[config.mk]
export PLATFORM = sky130hd
export DESIGN_NAME = sensor_pattern_gen
export DESIGN_NICKNAME = d
export VERILOG_FILES = /design/src/rtl/sensor_pattern_gen.sv
export SDC_FILE = /design/constraint.sdc
export NUM_CORES = 1
export LEC_CHECK = 0
export ABC_AREA = 1
export CORE_MARGIN = 5
export CORE_UTILIZATION = 45
export CTS_BUF_LIST = sky130_fd_sc_hd__clkbuf_4
export CTS_CLUSTER_SIZE = 24
export DETAILED_ROUTE_END_ITERATION = 16
export MAX_ROUTING_LAYER = met4
export PLACE_DENSITY = 0.68
export SLEW_MARGIN = 10
export SYNTH_ARGS = -nofsm -noshare
export SYNTH_HDL_FRONTEND = slang
export SYNTH_SLANG_ARGS = --single-unit
[constraint.sdc]
create_clock -name clk -period 3.1 [get_ports clk]
set_input_delay 0.62 -clock clk [delete_from_list [all_inputs] [get_ports clk]]
set_output_delay 0.62 -clock clk [all_outputs]
set_load 0.02 [all_outputs]
[src/rtl/sensor_pattern_gen.sv]
// Four-phase two-line pass pattern source for the two-sensor direction detector.
// Optional build macro PASS_CNT_EN adds an 8-bit count of completed passes.
module sensor_pattern_gen #(
    parameter int HOLD_CYCLES = 1,
    parameter int GAP_CYCLES  = 1,
    parameter int CNT_W       = 8
) (
    input  logic       clk,
    input  logic       reset,
    input  logic       start,
    input  logic [1:0] dir,
    input  logic       abort,
    output logic       sensor1_data,
    output logic       sensor2_data,
    output logic       busy,
    output logic       done,
    output logic       err,
`ifdef PASS_CNT_EN
    output logic [7:0] pass_count,
`endif
    output logic [2:0] state_dbg
);

    typedef enum logic [2:0] {
        IDLE = 3'd0,
        PH1  = 3'd1,
        PH2  = 3'd2,
        PH3  = 3'd3,
        PH4  = 3'd4
    } state_t;

    localparam logic [CNT_W-1:0] HOLD_LOAD = CNT_W'(HOLD_CYCLES - 1);
    localparam logic [CNT_W-1:0] GAP_LOAD  = CNT_W'(GAP_CYCLES - 1);

    state_t           state, state_nxt;
    logic [CNT_W-1:0] cnt, cnt_nxt;
    logic             dir_q, dir_nxt;   // 1 = sensor2 leads
    logic             s1_nxt, s2_nxt, busy_nxt, done_nxt, err_nxt;

    always_comb begin
        state_nxt = state;
        cnt_nxt   = cnt;
        dir_nxt   = dir_q;
        done_nxt  = 1'b0;
        err_nxt   = 1'b0;
        if (state == IDLE) begin
            if (start) begin
                if (dir == 2'b01 || dir == 2'b10) begin
                    state_nxt = PH1;
                    cnt_nxt   = HOLD_LOAD;
                    dir_nxt   = dir[1];
                end else begin
                    err_nxt = 1'b1;
                end
            end
        end else if (abort) begin
            state_nxt = IDLE;
            cnt_nxt   = '0;
        end else if (cnt != '0) begin
            cnt_nxt = cnt - 1'b1;
        end else begin
            case (state)
                PH1: begin state_nxt = PH2; cnt_nxt = HOLD_LOAD; end
                PH2: begin state_nxt = PH3; cnt_nxt = HOLD_LOAD; end
                PH3: begin state_nxt = PH4; cnt_nxt = GAP_LOAD;  end
                PH4: begin state_nxt = IDLE; cnt_nxt = '0; done_nxt = 1'b1; end
                default: begin state_nxt = IDLE; cnt_nxt = '0; end
            endcase
        end
        // Outputs are registered, so the pattern is decoded from the next state.
        busy_nxt = (state_nxt != IDLE);
        s1_nxt   = (state_nxt == PH1 && !dir_nxt) || (state_nxt == PH2) ||
                   (state_nxt == PH3 && dir_nxt);
        s2_nxt   = (state_nxt == PH1 && dir_nxt) || (state_nxt == PH2) ||
                   (state_nxt == PH3 && !dir_nxt);
    end

    always_ff @(posedge clk) begin
        if (!reset) begin
            state        <= IDLE;
            cnt          <= '0;
            dir_q        <= 1'b0;
            sensor1_data <= 1'b0;
            sensor2_data <= 1'b0;
            busy         <= 1'b0;
            done         <= 1'b0;
            err          <= 1'b0;
        end else begin
            state        <= state_nxt;
            cnt          <= cnt_nxt;
            dir_q        <= dir_nxt;
            sensor1_data <= s1_nxt;
            sensor2_data <= s2_nxt;
            busy         <= busy_nxt;
            done         <= done_nxt;
            err          <= err_nxt;
        end
    end

`ifdef PASS_CNT_EN
    always_ff @(posedge clk) begin
        if (!reset) begin
            pass_count <= 8'd0;
        end else if (done_nxt) begin
            pass_count <= pass_count + 8'd1;
        end
    end
`endif

    assign state_dbg = state;

endmodule

==> results of run 1 <==
==> cells by family (layout without fill, tap and decap cells) <==
family | Yosys count | in the layout | synth area share, %
AO/OA/AOI/OAI | 12 | 12 | 8.43
XOR/XNOR | 5 | 5 | 4.69
adder cells (fa/ha/maj) | 1 | 1 | 1.34
buffers and inverters | 18 | 35 | 7.50
flip-flops | 17 | 17 | 36.4
AND/OR/NAND/NOR | 75 | 75 | 41.6
==> synth_stat cells, drive strengths merged <==
| cell type | n |
|---|---|
| nor3 | 4 |
| a21oi | 5 |
| nor3b | 1 |
| and3 | 1 |
| ha | 1 |
| nor2 | 25 |
| nand3 | 5 |
| o21ai | 7 |
| clkinv | 1 |
| xnor2 | 2 |
| nor4 | 2 |
| nand4 | 3 |
| xor2 | 3 |
| dfxtp | 17 |
| nand2 | 34 |
| inv | 17 |
==> cell type report <==
cell class / instances / area, um2
Clock buffer: 4 / 30.0
Fill cell: 206 / 833
Timing Repair Buffer: 13 / 130
Inverter: 18 / 70.1
Sequential cell: 17 / 340
Tap cell: 27 / 33.8
Multi-Input combinational cell: 93 / 524
==> metrics by stage <==
stage                     cell area [um2]  std cells  hold slack (ns)  power, mW  utilization (%)
final                                1130        172            0.458      0.566             57.5
after global routing                 1130        172            0.495      0.604             57.5
after CTS                            1130        172            0.461      0.571             57.5
after detailed placement             1100        168            0.448      0.445             56.0
after global placement               1100        168            0.440      0.442             56.0
after floorplan                       935        128            0.422      0.401                -
==> per-layer routing <==
layer	vias up	global-route usage (%)
met5	-	-
met4	0	4.17
met3	4	3.02
met2	21	22.0
met1	357	19.0
li1	439	-
==> sequential cells by signal, indices dropped and copies added (netlist names) <==
name and count:
err 1, busy 1, sensor1_data 1, state_dbg 3
cnt 8, done 1, dir_q 1, sensor2_data 1
==> path summary, 6_finish.rpt <==
check,startpoint,end,slack [ns],cells after the start
worst max-delay path,state_dbg[1],state_dbg[1],1.11,1
worst min-delay path,cnt[0],cnt[0],0.46,1
worst max register to register,cnt[0],sensor1_data,1.55,11
worst min register to register,cnt[0],cnt[0],0.46,1
==> power by group <==
part | total, mW | internal, mW | switching, mW
clock network | 0.125 | 0.0587 | 0.0666
logic | 0.193 | 0.0758 | 0.117
registers | 0.248 | 0.235 | 0.0132
==> worst register-to-register path, delay by kind of cell, from the launching register on <==
| kind | cells | cell delay, ns |
|---|---|---|
| AND/OR/NAND/NOR | 9 | 0.81 |
| flip-flops | 1 | 0.33 |
| buffers and inverters | 1 | 0.09 |
| adder cells (fa/ha/maj) | 1 | 0.23 |
==> summary.md, run 1 <==
| Metric | Value |
|---|---|
| Run status | finished clean |
| Buffers plus inverters on the worst setup path | 1 |
| Std-Cell Core Area | 1960 um2 |
| Total number of vias | 821 |
| Endpoint class of the critical path | output pin |
| RSZ-0062 raised after global routing | false |
| Layout cell share with drive strength beyond 1 | about a fifth |
| # Post-CTS Setup Buffers | 0 |
| Hold Fails Final Rpt | 0 |
| Post-CTS Hold Buffers | 0 |
| Total of endpoints with negative setup slack in the final report | 0 |
| Instance count of the mapped netlist | 128 |
| Overall routed net length | 1880 um |
| Standard-cell row count | 16 |
| Cell breakdown of the critical path | clkdlybuf4s50_1 |
| Clock root buffer master | sky130_fd_sc_hd__clkbuf_4 |
| Post-cts gate resize count | 0 |
| Area of the die | ~3100 um2 |
| Startpoint-to-endpoint class of the critical path | register to output pin |
| Fin nets | 153 |
| TritonCTS buffer count | 3 |
| Violation count after the first detailed-routing iteration | 21 |
| Largest fanout of any net on the critical path | 6 |
| Setup WS pre-CTS | about 1.1 ns |
| Per-cell routed wire length | 10.9 um |
| Number of search-and-repair iterations in the first detailed-routing pass | 4 |
| Worst path max stage delay | 0.65 ns |
| Post-Synthesis Cell Area | approximately 930 um2 |
| Die width | 55.6 um |
| Initial core utilization | 47.6% |
| Largest cells by area after synthesis | sky130_fd_sc_hd__dfxtp_1, sky130_fd_sc_hd__nand2_1, sky130_fd_sc_hd__nor2_1, sky130_fd_sc_hd__inv_1, sky130_fd_sc_hd__nand2_4 |
| Number of global-route vias before repair | between 700 and 800 |
| Final critical delay including setup and external delays | approximately 2 ns |
| GRT Total Usage | about 14% |
| Pwr/cell area | 502 nW/um2 |
| Global-route wire length before repair | approximately 3600 um |
| Arrival time at the worst endpoint | 1.37 ns |
| Highest Signal Layer | met4 |
| Slew at the pin closest to its max-slew limit | roughly 0.27 ns |
| Maximum clock frequency | between 500 and 600 MHz |
| Sum of negative setup slack | 0 ns |
| Share of the clock period used by the worst path | 64.3% |
| Cell with the largest stage delay on the worst path | sky130_fd_sc_hd__clkdlybuf4s50_1 |
| Dominant delay contributor by cell family on the critical path | buffers and inverters |
| Relative slew slack | 82.0% |
| Startpoint type of the worst setup path | register |
| Average cell area after synthesis | 7.30 um2 |
| Max-capacitance violation count | 0 |
| Leakage Power | 0.499 nW |
| Area share of the leading cell type in the synthesized netlist | 36.4% |
| Antenna violations before repair | 0 |
| Worst Skew | 0.00411 ns |
| I/O pin cnt | 14 |
| Antenna Nets Post-Route | 0 |
| Number of clock sinks seen by CTS | 17 |
| Detailed placer's ending HPWL | 1520 um |
| Most used cells in the layout excluding fill and tap cells | sky130_fd_sc_hd__nand2_1, sky130_fd_sc_hd__nor2_1, sky130_fd_sc_hd__dfxtp_1 |
| Maximum number of buffers from clock root to sink | 2 |
| Required time at the worst-slack endpoint | 2.48 ns |
| Met2 WL | 809 um |
| N_diodes | 0 |
| Met1 routed wirelength after detailed routing | 962 um |
| Pin count of the biggest net entering global routing | 10 |
| Met3 wire len | 89 um |
| Final setup margin | 1.11 ns |
| Number of buffer cells added on primary ports | 13 |
| Maximum level of the CTS H-tree | 1 |
| Yosys top cell by area | sky130_fd_sc_hd__dfxtp_1 |
| Count of pins over their slew limit | 0 |
| Worst-skew pair later-pin latency | 0.29 ns |
| Drt drc | 0 |
| Routability Congestion | 0.859 |
| Register area share after synthesis | 36.4% |
| Max rail drop VDD | 0.343 mV |
| Layout overhead on the synthesized area | 20.7% |
| Clock transition at the registers of the reported paths | 0.10 ns |
| CTS tree | yes |
| Post-synthesis register bit count | 17 |
| Most common cell after layout, fill and taps aside | sky130_fd_sc_hd__nand2_1 |
| Count of warnings emitted by yosys | 0 |
| Net count after synthesis | 135 |
| Number of unique standard cell types used by synthesis | 27 |
| Type of the worst min-delay path | register to register |
| Via-to-Cell Ratio | 4.77 |
| Total gr overflow | 0 |
| Die Y | 55.6 um |
No activity file was read; power rests on OpenSTA's default activity.
==> run 2: changes to the inputs <==
--- a/config.mk
+++ b/config.mk
@@ -12,7 +12,7 @@
 export CTS_CLUSTER_SIZE = 24
 export DETAILED_ROUTE_END_ITERATION = 16
 export MAX_ROUTING_LAYER = met4
-export PLACE_DENSITY = 0.68
+export PLACE_DENSITY = 0.71
 export SLEW_MARGIN = 10
 export SYNTH_ARGS = -nofsm -noshare
 export SYNTH_HDL_FRONTEND = slang
==> constraint.sdc (replaced) <==
create_clock -name clk -period 1.6 [get_ports clk]
set_input_delay 0.32 -clock clk [delete_from_list [all_inputs] [get_ports clk]]
set_output_delay 0.32 -clock clk [all_outputs]
set_load 0.02 [all_outputs]
==> run 2 against run 1 <==
Utilization up 4.5 points. Clock-buffer cell count unchanged. Die area unchanged. Worst setup slack worse by 1.0 ns. Sequential power up 93%. Critical endpoint is now done. Largest power group unchanged. Highest routed layer unchanged.
==> summary.md, run 2 (synthesized netlist as in run 1, its figures left out) <==
| Metric | Value |
|---|---|
| Area of the die | 3090 um2 (unchanged) |
| Die width | 55.6 um (unchanged) |
| Most used cells in the layout excluding fill and tap cells | sky130_fd_sc_hd__nand2_1, sky130_fd_sc_hd__nor2_1, sky130_fd_sc_hd__dfxtp_1 |
| Layout cell share with drive strength beyond 1 | 26.5% (+7.1 points) |
| Drt drc | 0 (unchanged) |
| Standard-cell row count | 16 (unchanged) |
| Overall routed net length | 1830 um (-2.9%) |
| Leakage Power | 0.561 nW (+12%) |
| CTS tree | yes |
| Startpoint type of the worst setup path | register |
| Type of the worst min-delay path | register to register |
| Startpoint-to-endpoint class of the critical path | register to output pin |
| Cell with the largest stage delay on the worst path | sky130_fd_sc_hd__clkdlybuf4s50_1 |
| Pwr/cell area | 941 nW/um2 (+88%) |
| Run status | finished clean |
| Initial core utilization | 47.6% (unchanged) |
| Per-cell routed wire length | 10.0 um (-8.2%) |
| TritonCTS buffer count | 3 (unchanged) |
| Buffers plus inverters on the worst setup path | 1 (unchanged) |
| Number of global-route vias before repair | 786 (-0.88%) |
| Total gr overflow | 0 (unchanged) |
| Dominant delay contributor by cell family on the critical path | buffers and inverters |
| Max rail drop VDD | 0.483 mV (+41%) |
| Violation count after the first detailed-routing iteration | 10 (-52%) |
| Relative slew slack | 81.2% (-0.84 points) |
| Cell Area, Placed | 1170 um2 (+6.2%) |
| Overall power after layout | 1.15 mW (+100%) |
| Antenna violations before repair | 0 (unchanged) |
| GRT Total Usage | 13.1% (-1.3 points) |
| Depth of the most critical reg-to-reg path | 11 (unchanged) |
| Worst-skew pair later-pin latency | 0.29 ns (about the same) |
| Worst path max stage delay | 0.60 ns (-0.05 ns) |
| Routability Congestion | 0.830 (-3.4%) |
| Number of buffer cells added on primary ports | 13 (unchanged) |
| Count of pins over their slew limit | 0 (unchanged) |
| Total of endpoints with negative setup slack in the final report | 0 (unchanged) |
| Fin nets | 163 (+6.5%) |
| Worst Skew | 0.00601 ns (+0.00190 ns) |
| Global-route wire length before repair | 3180 um (-11%) |
| Via-to-Cell Ratio | 4.64 (-2.7%) |
| RSZ-0062 raised after global routing | false |
| Post-CTS Hold Buffers | 0 (unchanged) |
| Total number of vias | 845 (+2.9%) |
| Filler instances | 207 (+0.49%) |
| Cell breakdown of the critical path | clkdlybuf4s50_1 |
| Number of clock sinks seen by CTS | 17 (unchanged) |
| Slew at the pin closest to its max-slew limit | 0.281 ns (+0.0125 ns) |
| Required time at the worst-slack endpoint | 1.28 ns (-1.20 ns) |
| Maximum level of the CTS H-tree | 1 (unchanged) |
| Final critical delay including setup and external delays | 1.52 ns |
| I/O pin cnt | 14 (unchanged) |
| Endpoint class of the critical path | output pin |
| Antenna Nets Post-Route | 0 (unchanged) |
| Clock transition at the registers of the reported paths | 0.10 ns (about the same) |
| Share of the clock period used by the worst path | 95.1% |
| N_diodes | 0 (unchanged) |
| Maximum clock frequency | 657 MHz |
| Number of search-and-repair iterations in the first detailed-routing pass | 3 (-1) |
| Hold Fails Final Rpt | 0 (unchanged) |
| Most common cell after layout, fill and taps aside | sky130_fd_sc_hd__nand2_1 |
| Pin count of the biggest net entering global routing | 10 (unchanged) |
| Die Y | 55.6 um (unchanged) |
| Detailed placer's ending HPWL | 1470 um (-2.8%) |
| Largest fanout of any net on the critical path | 1 (-5) |
| Std-Cell Core Area | 1960 um2 (unchanged) |
| Max-capacitance violation count | 0 (unchanged) |
| Instance count on the critical path | 1 (unchanged) |
| Max FFs per register | 8 (unchanged) |
| Biggest register | cnt |
| Tightest hold margin | 0.469 ns (+0.0104 ns) |
| Hold Crit Depth | 1 (unchanged) |
| Arrival time at the worst endpoint | 1.20 ns (-0.17 ns) |
| Clock root buffer master | sky130_fd_sc_hd__clkbuf_4 |
| Cell area after layout | 1220 um2 (+7.9%) |
| Layout overhead on the synthesized area | 30.3% |
| Maximum number of buffers from clock root to sink | 2 (unchanged) |
-- run 2: per-layer routing --
layer  up-vias  GRT usage (%)  routed length [um]
li1        458              -                   -
met1       377           15.0                 865
met2         8           21.8                 904
met3         2           2.32                  46
met4         0           6.25                  10
met5         -              -                   0
-- run 2: area by class of cell --
cell class	instances	area, um2	area share [%]
clock buffer	4	30.0	2.47
timing repair buffer	23	201	16.5
multi-input combinational	93	542	44.5
sequential	17	340	28.0
inverter	18	70.1	5.76
tap	27	33.8	2.77
-- run 2: path summary, 6_finish.rpt --
kind,start,end,slack [ns]
setup / recovery,done,done,0.08
setup reg to reg,cnt[0],sensor2_data,0.15
hold / removal,cnt[0],cnt[0],0.47
hold reg to reg,cnt[0],cnt[0],0.47
-- run 2: report_power, final --
| part | switching, mW | total, mW | internal (mW) |
|---|---|---|---|
| sequential | 0.0242 | 0.479 | 0.455 |
| clock | 0.128 | 0.242 | 0.114 |
| combinational | 0.237 | 0.425 | 0.188 |
| total | 0.389 | 1.15 | 0.757 |
-- run 2: repair_timing --
item                       4_1_cts  5_1_grt
pin swaps                        0        1
buffers inserted                 0        1
hold endpoints to repair         0        0
gates cloned                     0        0
resized for setup                3        4
setup endpoints to repair        3        4
-- run 2: through the flow --
step	cells	setup WS, ns	setup TNS (ns)	utilization, %
after floorplan	128	0.252	0	-
after global routing	182	0.00252	0	62.1
after detailed placement	177	-0.0684	-0.440	59.4
after CTS	181	0.0550	0	60.8
after global placement	177	-0.0557	-0.212	59.4
final	182	0.0778	0	62.1
==> run 3: changes to the inputs <==
--- a/config.mk
+++ b/config.mk
@@ -12,7 +12,7 @@
 export CTS_CLUSTER_SIZE = 24
 export DETAILED_ROUTE_END_ITERATION = 16
 export MAX_ROUTING_LAYER = met4
-export PLACE_DENSITY = 0.71
+export PLACE_DENSITY = 0.68
 export SLEW_MARGIN = 10
 export SYNTH_ARGS = -nofsm -noshare
 export SYNTH_HDL_FRONTEND = slang
==> constraint.sdc (replaced) <==
create_clock -name clk -period 1.9 [get_ports clk]
set_input_delay 0.38 -clock clk [delete_from_list [all_inputs] [get_ports clk]]
set_output_delay 0.38 -clock clk [all_outputs]
set_load 0.02 [all_outputs]
==> run 3 against run 2 <==
Worst setup slack improved by 0.032 ns. Global-route usage increased by 2.5 points. Total power decreased by 18%. Hold slack got worse by 0.0068 ns. Cell area decreased by 6.1%. Critical endpoint is now state_dbg[1].
==> summary.md, run 3 (synthesized netlist as in run 1, its figures left out) <==
| Metric | Value |
|---|---|
| Worst-skew pair later-pin latency | 0.30 ns (about the same) |
| Cell area after layout | 1140 um2 (-6.1%) |
| Max FFs per register | 8 (unchanged) |
| Detailed placer's ending HPWL | 1570 um (+6.4%) |
| Startpoint-to-endpoint class of the critical path | register to output pin |
| Maximum level of the CTS H-tree | 1 (unchanged) |
| RSZ-0062 raised after global routing | false |
| Cell Area, Placed | 1110 um2 (-4.5%) |
| Fin nets | 155 (-4.9%) |
| Via-to-Cell Ratio | 4.87 (+5.0%) |
| I/O pin cnt | 14 (unchanged) |
| Relative slew slack | 81.1% (-0.11 points) |
| Biggest register | cnt |
| Antenna violations before repair | 0 (unchanged) |
| Global-route wire length before repair | 3740 um (+18%) |
| Dominant delay contributor by cell family on the critical path | buffers and inverters |
| Area of the die | 3090 um2 (unchanged) |
| Startpoint type of the worst setup path | register |
| Cell breakdown of the critical path | clkdlybuf4s50_1 |
| Max-capacitance violation count | 0 (unchanged) |
| Initial core utilization | 47.6% (unchanged) |
| GRT Total Usage | 15.5% (+2.5 points) |
| Cell with the largest stage delay on the worst path | sky130_fd_sc_hd__clkdlybuf4s50_1 |
| Post-route core utilization | 58.3% (-3.8 points) |
| Leakage Power | 0.508 nW (-9.4%) |
| Worst Skew | 0.000695 ns (-0.00531 ns) |
| Maximum number of buffers from clock root to sink | 2 (unchanged) |
| Number of search-and-repair iterations in the first detailed-routing pass | 5 (+2) |
| Clock root buffer master | sky130_fd_sc_hd__clkbuf_4 |
| Overall power after layout | 0.936 mW (-18%) |
| Layout overhead on the synthesized area | 22.4% |
| Standard-cell row count | 16 (unchanged) |
| Setup slack on the worst flop-to-flop path | 0.32 ns (+0.17 ns) |
| Hold Fails Final Rpt | 0 (unchanged) |
| # Post-CTS Setup Buffers | 0 (unchanged) |
| Tightest hold margin | 0.462 ns (-0.00677 ns) |
| Required time at the worst-slack endpoint | 1.52 ns (+0.24 ns) |
| Number of buffer cells added on primary ports | 13 (unchanged) |
| Layout cell share with drive strength beyond 1 | 20.4% (-6.0 points) |
| Drt drc | 0 (unchanged) |
| Type of the worst min-delay path | register to register |
| Buffers plus inverters on the worst setup path | 1 (unchanged) |
| Number of clock sinks seen by CTS | 17 (unchanged) |
| Total gr overflow | 0 (unchanged) |
| CTS tree | yes |
| Die Y | 55.6 um (unchanged) |
| Routability Congestion | 0.861 (+3.7%) |
| Total number of vias | 848 (+0.36%) |
| Arrival time at the worst endpoint | 1.41 ns (+0.21 ns) |
| Antenna Nets Post-Route | 0 (unchanged) |
| Clock transition at the registers of the reported paths | 0.09 ns (about the same) |
| Slew at the pin closest to its max-slew limit | 0.282 ns (+0.00160 ns) |
| Std-Cell Core Area | 1960 um2 (unchanged) |
| Worst path max stage delay | 0.65 ns (+0.05 ns) |
| Most used cells in the layout excluding fill and tap cells | sky130_fd_sc_hd__nand2_1, sky130_fd_sc_hd__nor2_1, sky130_fd_sc_hd__dfxtp_1 |
| Pin count of the biggest net entering global routing | 10 (unchanged) |
| TritonCTS buffer count | 3 (unchanged) |
| Post-CTS Hold Buffers | 0 (unchanged) |
| Sum of negative setup slack | 0 ns (unchanged) |
| Die width | 55.6 um (unchanged) |
| Share of the clock period used by the worst path | 94.2% |
| Count of pins over their slew limit | 0 (unchanged) |
| Endpoint class of the critical path | output pin |
| Post-cts gate resize count | 0 (-3) |
| Per-cell routed wire length | 11.7 um (+17%) |
| Final critical delay including setup and external delays | approximately 1.8 ns |
| Pwr/cell area | 819 nW/um2 (-13%) |
| Number of global-route vias before repair | 847 (+7.8%) |
| Maximum clock frequency | 558 MHz |
| Total of endpoints with negative setup slack in the final report | 0 (unchanged) |
| Max rail drop VDD | 0.467 mV (-3.4%) |
| Largest fanout of any net on the critical path | 6 (+5) |
| Run status | finished clean |
| N_diodes | 0 (unchanged) |
| Most common cell after layout, fill and taps aside | sky130_fd_sc_hd__nand2_1 |
| Overall routed net length | 2040 um (+12%) |
| Violation count after the first detailed-routing iteration | 20 (+10) |
run 3: cell types whose count changed in the layout (fill, tap and decap cells not counted), sizes merged:
cell	delta
buf	-8
clkdlybuf4s50	+3
dlygate4sd2	-3
run 3: layout make-up:
type                       instances  area [um2]
fill                             183         818
multi-input combinational         93         524
sequential                        17         340
timing repair buffer              15         145
inverter                          18        70.1
tap                               27        33.8
clock buffer                       4        30.0
run 3: metal layers:
| layer | global-route usage (%) | vias to the layer above | wire (um) |
|---|---|---|---|
| met4 | 7.99 | 0 | 44 |
| met1 | 18.4 | 381 | 987 |
| met5 | - | - | 0 |
| met3 | 3.94 | 5 | 96 |
| li1 | - | 444 | - |
| met2 | 24.2 | 18 | 913 |
run 3: final timing paths:
path                              startpoint            to  depth (start not counted)
worst min-delay path                  cnt[0]        cnt[0]                          1
worst min register to register        cnt[0]        cnt[0]                          1
worst max-delay path            state_dbg[1]  state_dbg[1]                          1
worst max register to register        cnt[0]  sensor1_data                         11
run 3: metrics by stage:
step | setup slack, ns | instances
6_report | 0.109 | 174
5_1_grt | 0.0573 | 174
4_1_cts | 0.106 | 174
3_5_place_dp | 0.0889 | 170
3_3_place_gp | 0.133 | 170
2_1_floorplan | 0.552 | 128
run 3: report_power, final:
part | internal (mW) | switching, mW
combinational | 0.126 | 0.194
sequential | 0.383 | 0.0222
clock | 0.0962 | 0.115
